$ cat src/rtl/mem_copy_pkg.sv
// rtl/mem_copy_pkg.sv - shared types for the memory copy/fill engine
//
// Purpose: state and mode encodings used by mem_copy_engine.
// Ports:   none (package).

package mem_copy_pkg;

  typedef enum logic [1:0] {
    IDLE  = 2'd0,
    READ  = 2'd1,
    WRITE = 2'd2,
    DONE  = 2'd3
  } state_t;

  typedef enum logic {
    MODE_COPY = 1'b0,
    MODE_FILL = 1'b1
  } mode_t;

endpackage

$ cat src/rtl/mem_copy_engine.sv
// rtl/mem_copy_engine.sv - bus-master block copy / block fill sequencer
//
// Purpose: drives a single-port memory (combinational read, write on the
// rising edge that ends a write cycle) to copy or fill a block of bytes
// while the core is held off the port by an external mux keyed on busy_o.
//
// Ports:
//   clk_i, rst_ni        clock, asynchronous active-low reset
//   start_i              job request, sampled only while idle
//   mode_i               0 = copy, 1 = fill
//   src_addr_i           copy source base (unused for fill)
//   dst_addr_i           destination base
//   len_i                byte count, 0 .. 2**A
//   fill_val_i           fill constant
//   mem_data_i           memory read data for mem_addr_o
//   mem_addr_o           memory address
//   mem_wr_en_o          memory write enable
//   mem_wr_data_o        memory write data
//   busy_o               engine owns the memory port
//   done_o               one-cycle completion pulse

module mem_copy_engine
  import mem_copy_pkg::*;
#(
  parameter int W = 8,
  parameter int A = 8
) (
  input  logic         clk_i,
  input  logic         rst_ni,
  input  logic         start_i,
  input  logic         mode_i,
  input  logic [A-1:0] src_addr_i,
  input  logic [A-1:0] dst_addr_i,
  input  logic [A:0]   len_i,
  input  logic [W-1:0] fill_val_i,
  input  logic [W-1:0] mem_data_i,
  output logic [A-1:0] mem_addr_o,
  output logic         mem_wr_en_o,
  output logic [W-1:0] mem_wr_data_o,
  output logic         busy_o,
  output logic         done_o
);

  state_t       state_q, state_d;
  mode_t        mode_q, mode_d;
  logic         desc_q, desc_d;
  logic [A-1:0] src_ptr_q, src_ptr_d;
  logic [A-1:0] dst_ptr_q, dst_ptr_d;
  logic [A:0]   rem_q, rem_d;
  logic [W-1:0] buf_q, buf_d;
  logic [W-1:0] fill_q, fill_d;

  logic         start_desc;
  logic [A-1:0] len_m1;

  // An overlapping copy toward higher addresses must run from the top end
  // down, otherwise it overwrites source bytes before reading them.
  assign start_desc = (mode_i == MODE_COPY) && (dst_addr_i > src_addr_i);
  // Truncation to A bits is intended: Len = 2**A gives an offset of 2**A-1.
  assign len_m1     = len_i[A-1:0] - A'(1);

  always_ff @(posedge clk_i or negedge rst_ni) begin
    if (!rst_ni) begin
      state_q   <= IDLE;
      mode_q    <= MODE_COPY;
      desc_q    <= 1'b0;
      src_ptr_q <= '0;
      dst_ptr_q <= '0;
      rem_q     <= '0;
      buf_q     <= '0;
      fill_q    <= '0;
    end else begin
      state_q   <= state_d;
      mode_q    <= mode_d;
      desc_q    <= desc_d;
      src_ptr_q <= src_ptr_d;
      dst_ptr_q <= dst_ptr_d;
      rem_q     <= rem_d;
      buf_q     <= buf_d;
      fill_q    <= fill_d;
    end
  end

  always_comb begin
    state_d   = state_q;
    mode_d    = mode_q;
    desc_d    = desc_q;
    src_ptr_d = src_ptr_q;
    dst_ptr_d = dst_ptr_q;
    rem_d     = rem_q;
    buf_d     = buf_q;
    fill_d    = fill_q;

    unique case (state_q)
      IDLE: begin
        if (start_i) begin
          mode_d = mode_t'(mode_i);
          fill_d = fill_val_i;
          rem_d  = len_i;
          desc_d = start_desc;
          if (start_desc) begin
            src_ptr_d = src_addr_i + len_m1;
            dst_ptr_d = dst_addr_i + len_m1;
          end else begin
            src_ptr_d = src_addr_i;
            dst_ptr_d = dst_addr_i;
          end
          if (len_i == '0) begin
            state_d = DONE;
          end else if (mode_t'(mode_i) == MODE_FILL) begin
            state_d = WRITE;
          end else begin
            state_d = READ;
          end
        end
      end

      READ: begin
        buf_d   = mem_data_i;
        state_d = WRITE;
      end

      WRITE: begin
        rem_d = rem_q - (A+1)'(1);
        if (desc_q) begin
          src_ptr_d = src_ptr_q - A'(1);
          dst_ptr_d = dst_ptr_q - A'(1);
        end else begin
          src_ptr_d = src_ptr_q + A'(1);
          dst_ptr_d = dst_ptr_q + A'(1);
        end
        if (rem_q == (A+1)'(1)) begin
          state_d = DONE;
        end else if (mode_q == MODE_FILL) begin
          state_d = WRITE;
        end else begin
          state_d = READ;
        end
      end

      DONE: begin
        state_d = IDLE;
      end

      default: begin
        state_d = IDLE;
      end
    endcase
  end

  // Outputs depend only on registers, so reset clears them without waiting
  // for a clock edge and no partial write can leak out.
  always_comb begin
    mem_addr_o    = '0;
    mem_wr_en_o   = 1'b0;
    mem_wr_data_o = '0;
    busy_o        = (state_q != IDLE);
    done_o        = (state_q == DONE);
    unique case (state_q)
      READ: begin
        mem_addr_o = src_ptr_q;
      end
      WRITE: begin
        mem_addr_o    = dst_ptr_q;
        mem_wr_en_o   = 1'b1;
        mem_wr_data_o = (mode_q == MODE_FILL) ? fill_q : buf_q;
      end
      default: begin
        mem_addr_o = '0;
      end
    endcase
  end

endmodule

$ cat config.mk
export PLATFORM = sky130hd
export DESIGN_NAME = mem_copy_engine
export DESIGN_NICKNAME = d
export VERILOG_FILES = /design/src/rtl/mem_copy_pkg.sv /design/src/rtl/mem_copy_engine.sv
export SDC_FILE = /design/constraint.sdc
export NUM_CORES = 1
export LEC_CHECK = 0
export CAP_MARGIN = 20
export CORE_MARGIN = 2
export CORE_UTILIZATION = 40
export CTS_BUF_LIST = sky130_fd_sc_hd__clkbuf_2
export DETAILED_ROUTE_END_ITERATION = 6
export HOLD_SLACK_MARGIN = 0.06
export PLACE_DENSITY_LB_ADDON = 0.15
export SLEW_MARGIN = 20
export SYNTH_ARGS = -nofsm -noshare
export SYNTH_HDL_FRONTEND = slang
export SYNTH_SLANG_ARGS = --single-unit
$ cat constraint.sdc
create_clock -name clk_i -period 3.4 [get_ports clk_i]
set_input_delay 0.34 -clock clk_i [delete_from_list [all_inputs] [get_ports clk_i]]
set_output_delay 0.34 -clock clk_i [all_outputs]
set_load 0.005 [all_outputs]
# ---- Word level (Yosys, flattened, before mapping)
# Index checks and enable logic that the tools add are counted.
dict set report word_totals {
  register_bits 45
  latchBits 0
  ram_bits 0
  mem_bits_ro 0
  inputBits 45
  output_inout_bits 19
  wordCells 50
  memories 0
}
dict set report op_classes {
  addsub 8
  mul 0
  div 0
  magnitude_cmp 1
  eq_ne 5
  shift 0
  n_mux 20
  n_bitwise 1
  reduce_logical 7
}
# op n
set ops {}
lappend ops {{$mux W8} 8}
lappend ops {{$pmux W8 S2} 3}
lappend ops {{$sub A8 B1 Y8 const B} 3}
lappend ops {{$pmux W9 S2} 1}
lappend ops {{$add A8 B1 Y8 const B} 2}
lappend ops {{$add A8 B8 Y8} 2}
lappend ops {{$mux W2} 5}
lappend ops {{$eq A9 B1 Y1 const B} 1}
lappend ops {{$logic_not A9 Y1} 1}
lappend ops {{$mux W9} 1}
lappend ops {{$sub A9 B1 Y9 const B} 1}
lappend ops {{$gt A8 B8 Y1} 1}
lappend ops {{$pmux W2 S4} 1}
lappend ops {{$eq A2 B2 Y1 const B} 2}
lappend ops {{$reduce_and A2 Y1} 2}
lappend ops {{$reduce_bool A2 Y1} 2}
lappend ops {{$eq A2 B1 Y1 const B} 1}
lappend ops {{$logic_not A2 Y1} 1}
lappend ops {{$ne A2 B2 Y1 const B} 1}
lappend ops {{$logic_and A1 B1 Y1} 1}
lappend ops {{$mux W1} 1}
lappend ops {{$not A1 Y1} 1}

# ---- Depth between registers and ports, before layout
dict set report logic_depth {
  word_depth 5
  mapped_depth 11
  ltp_nobuf 11
}

# ---- Worst setup path after synthesis
# OpenSTA, ideal clock, no wires.
dict set report synth_timing {
  kind {input to register}
  startpoint {input port len_i[0]}
  endpoint {register dst_ptr_q[7]}
  setup_ps 126
  arrival_ps 2413
  required_time_ps 3274
  setup_slack_ps 861
  cell_stages 11
  n_path_buf 0
  cell_sequence {inv_1 ha_1 nand2_1 or3_1 xnor2_1 ha_1 a21oi_1 or4_1 a22oi_2 mux2i_1 a221o_1}
}
dict set report synth_between {
  elab_chain_len 5
}
# item line_no
set synth_lines {}
lappend synth_lines {{start, declared} mem_copy_engine.sv:34} ;# input logic [A:0] len_i,
lappend synth_lines {{$sub A8 B1 Y8} mem_copy_engine.sv:60} ;# assign len_m1 = len_i[A-1:0] - A'(1);
lappend synth_lines {{$add A8 B8 Y8} mem_copy_engine.sv:103} ;# dst_ptr_d = dst_addr_i + len_m1;
lappend synth_lines {{$mux W8} mem_copy_engine.sv:101} ;# if (start_desc) begin
lappend synth_lines {{$mux W8} mem_copy_engine.sv:96} ;# if (start_i) begin
lappend synth_lines {{$pmux W8 S2} mem_copy_engine.sv:94} ;# unique case (state_q)
lappend synth_lines {{end signal, assigned} mem_copy_engine.sv:77} ;# dst_ptr_q <= dst_ptr_d;
lappend synth_lines {{end, declared} mem_copy_engine.sv:48} ;# logic [A-1:0] dst_ptr_q, dst_ptr_d;
# No other way between the ends. The select of a mux whose other input is x is not followed.
# A chain may end at the register's enable or synchronous reset.

# ---- Worst setup path in the final report
dict set report layout_timing {
  startpoint {register state_q[0]}
  endpoint {output port mem_addr_o[7]}
}
dict set report layout_between {
  elab_chain_len 2
  elab_cells_between_ends 3
  cone_classes {2 x eq/ne; 1 x mux}
}
# item line_no
set layout_lines {}
lappend layout_lines {{start, declared} mem_copy_engine.sv:44} ;# state_t state_q, state_d;
lappend layout_lines {{start signal, assigned} mem_copy_engine.sv:73} ;# state_q <= state_d;
lappend layout_lines {{$eq A2 B2 Y1 or $eq A2 B1 Y1 (tied branches)} mem_copy_engine.sv:159} ;# unique case (state_q)
lappend layout_lines {{$pmux W8 S2 (*)} mem_copy_engine.sv:159}
lappend layout_lines {{end, declared} mem_copy_engine.sv:37} ;# output logic [A-1:0] mem_addr_o,
# Every way passes the cells marked *; elsewhere a longest branch is shown, timed or not.

==> flow_metrics.py <==
metrics = {
    "clock_tree": {
        "cts_resized": 0,
        "cts_tree": "yes",
        "clkTransAtPathRegs_ns": 0.26,
        "cts_sinks": 45,
        "cts_root_buf": "clkbuf_2",
        "h-tree-depth": 2,
        "cts.path.max_buffers": 2,
        "numCtsBuffers": 5,
        "clk_latency_ns": 0.42,
    },
    "worst_setup_path": {
        "cp-start-kind": "flip-flop",
        "critPathCaptureType": "primary output",
        "cpMaxStageDelayCell": "ha_1",
        "worstPathCellList": "inv_1 > ha_1 > a22oi_1 > nor2b_1 > clkdlybuf4s50_1",
        "cp_data_required_time_ns": 3.06,
        "crit_type": "flip-flop to primary output",
        "crit_arrival_ns": 2.58,
        "cp_max_fo": 23,
        "max_stage_delay_ns": 0.70,
        "reg2reg_slack_ns": 0.81,
    },
    "power_and_ir_drop": {
        "p_leak_uw": 0.002094,
        "ir_drop_mv": 0.3543,
        "power_uw": 3906,
        "p_per_area_mw_per_mm2": 806.5,
    },
    "synth": {
        "synth.distinct_cells": 56,
        "synth.avg_cell_area_um2": 9.374,
        "ys_ff_latch": 45,
        "synth_edf_count": 0,
        "synth_top_cells_by_area": "dfrtp_1 28%, ha_1 14%, mux2i_1 6.3%",
        "yosysSeqAreaShare_pct": 28.40,
        "synth_nets": 515,
        "synth_top_area_share_pct": 28.40,
        "async_flop_share_pct": 100.0,
        "synth_largest_area_cell": "dfrtp_1",
        "syn_area_mm2": 0.003965,
        "yosysWarningCount": 0,
        "synth_ff_type": "dfrtp_1",
        "postSynthCellCount": 423,
    },
    "timing": {
        "maxSlewViolCount": 0,
        "fin_tns_setup_ns": 0,
        "tightestPinTransition_ns": 0.8244,
        "setup_viol": 0,
        "rsz0062_at_grt": "false",
        "clock_skew_ns": 0.02412,
        "finalHoldViolCount": 0,
        "max-slew-margin-rel_pct": 45.04,
        "fin_crit_sh_pct": 85.83,
        "fmax_mhz": 342.7,
        "period_needed_ns": 2.918,
    },
    "routing": {
        "routed_wl_um": 10280,
        "vias": 3367,
        "drt.antenna.violating_nets": 0,
        "drt-pass1-iter-count": 4,
        "via_per_inst": 5.387,
        "drc": 0,
        "wire_per_inst_um": 16.45,
        "drt_iter0_markers": 106,
    },
    "grt": {
        "grt_usage_pct": 19.17,
        "antenna_found_initial": 0,
        "grt_overflow_total": 0,
        "grt_pass1_wl_um": 16790,
        "grt_max_degree": 29,
        "grt_pass1_vias": 3342,
    },
    "placed_design": {
        "port_buffers": 63,
        "dp.cells": 616,
        "hpwl_um": 8218,
        "gp_congestion": 0.9231,
    },
    "layout": {
        "antenna_cells": 0,
        "layout_commonest_cell": "clkdlybuf4s50_1",
        "area_growth_pct": 22.15,
        "nFillCells": 940,
        "layout_common_cells": "62 x clkdlybuf4s50_1, 45 x dfrtp_1, 43 x a21oi_1, 43 x ha_1",
        "fin_util_pct": 50.01,
        "drive_above_1_share_pct": 10.98,
        "fin_nets": 583,
        "fin_cells": 625,
    },
    "floorplan": {
        "dieArea_mm2": 0.01072,
        "io_pins": 64,
        "core_mm2": 0.009684,
        "rows": 36,
        "die_h_um": 103.6,
        "initial_core_util_pct": 40.94,
        "die_x_um": 103.6,
    },
    "job": {
        "max-cap-violations": 0,
    },
    "min_path": {
        "hold_path.class": "input pin to async pin",
    },
    "outcome": {
        "outcome": "finished, final reports clean",
    },
}
## power by group
| group | internal, uW | switching (uW) |
|---|---|---|
| registers | 800 | 245 |
| logic | 1290 | 1250 |
| clock network | 125 | 194 |
## final cells by class
cell class              count  area, um^2  share of cell area, %
well taps                 133       166.4                  3.436
repair buffers             77       733.2                  15.14
clock buffers               5       25.02                 0.5167
flip-flops and latches     45        1126                  23.25
clock inverters             3       46.29                 0.9558
inverters                  25       93.84                  1.937
multi-input cells         337        2653                  54.77
## through the flow
step	cell area (um^2)	hold slack (ns)	worst slack [ns]
floorplan	3965	0.04441	0.8614
global placement	4762	0.3304	0.1617
detailed placement	4762	0.3160	0.05908
CTS	4843	0.3357	0.4128
global route	4843	0.3422	0.1986
finish	4843	0.3480	0.4819
## routing by layer
metal  routed length, um  vias up  track usage [%]
met3                 394        9            2.643
met2                4954       63            31.88
met5                   0        -                0
li1                    -     1695                -
met1                4849     1600            27.05
met4                  86        0            3.282
## sequential cells by signal (all words and copies together) (netlist names)
register   count
buf_q          8
desc_q         1
dst_ptr_q      8
fill_q         8
mode_q         1
rem_q          9
src_ptr_q      8
state_q        2
## cell usage after synthesis (all sizes together) (3+ instances only)
| library cell | count |
|---|---|
| a21o | 12 |
| buf | 5 |
| inv | 25 |
| nor3 | 5 |
| o221ai | 3 |
| xnor2 | 20 |
| nor2b | 19 |
| o21bai | 3 |
| xor2 | 6 |
| clkbuf | 11 |
| ha | 43 |
| nand3 | 8 |
| o21ai | 14 |
| mux2i | 25 |
| o211ai | 3 |
| nor4 | 3 |
| nand2 | 21 |
| a22oi | 11 |
| or2 | 3 |
| a21oi | 43 |
| o22ai | 16 |
| a211oi | 4 |
| nor2 | 17 |
| mux2 | 20 |
| dfrtp | 45 |
| or3 | 3 |
| fa | 4 |
## critical path: cells and delay by family (launching register included)
family,cells,cell delay (ns)
adders and majority gates,1,0.70
AOI/OAI and AO/OA,1,0.21
and+or+nand+nor,1,0.15
buffers and inverters,2,0.61
DFF,1,0.48
## logic make-up (layout without fill, tap and decap cells)
logic type | Yosys count | in the layout | synth area share, %
buffers and inverters | 41 | 110 | 4.702
and+or+nand+nor | 91 | 91 | 12.56
muxes | 45 | 45 | 11.99
AOI/OAI and AO/OA | 128 | 128 | 21.02
DFF | 45 | 45 | 28.40
xor gates and xnor gates | 26 | 26 | 5.743
adders and majority gates | 47 | 47 | 15.59
## path summary, 6_finish.rpt
kind	start	cells after the start	endpoint
worst max-delay path	state_q[0]	5	mem_addr_o[7]
worst min-delay path	rst_ni	2	dst_ptr_q[7]
worst max register to register	desc_q	7	dst_ptr_q[7]
worst min register to register	buf_q[4]	1	buf_q[4]
max in group asynchronous	rst_ni	3	desc_q
min in group clk_i	mem_data_i[2]	2	buf_q[2]
## repair_timing
item,CTS,global route
setup buffers,0,0
endpoints found under the hold margin,17,0
hold buffers,1,0
Power figures use the tool's default switching activity.
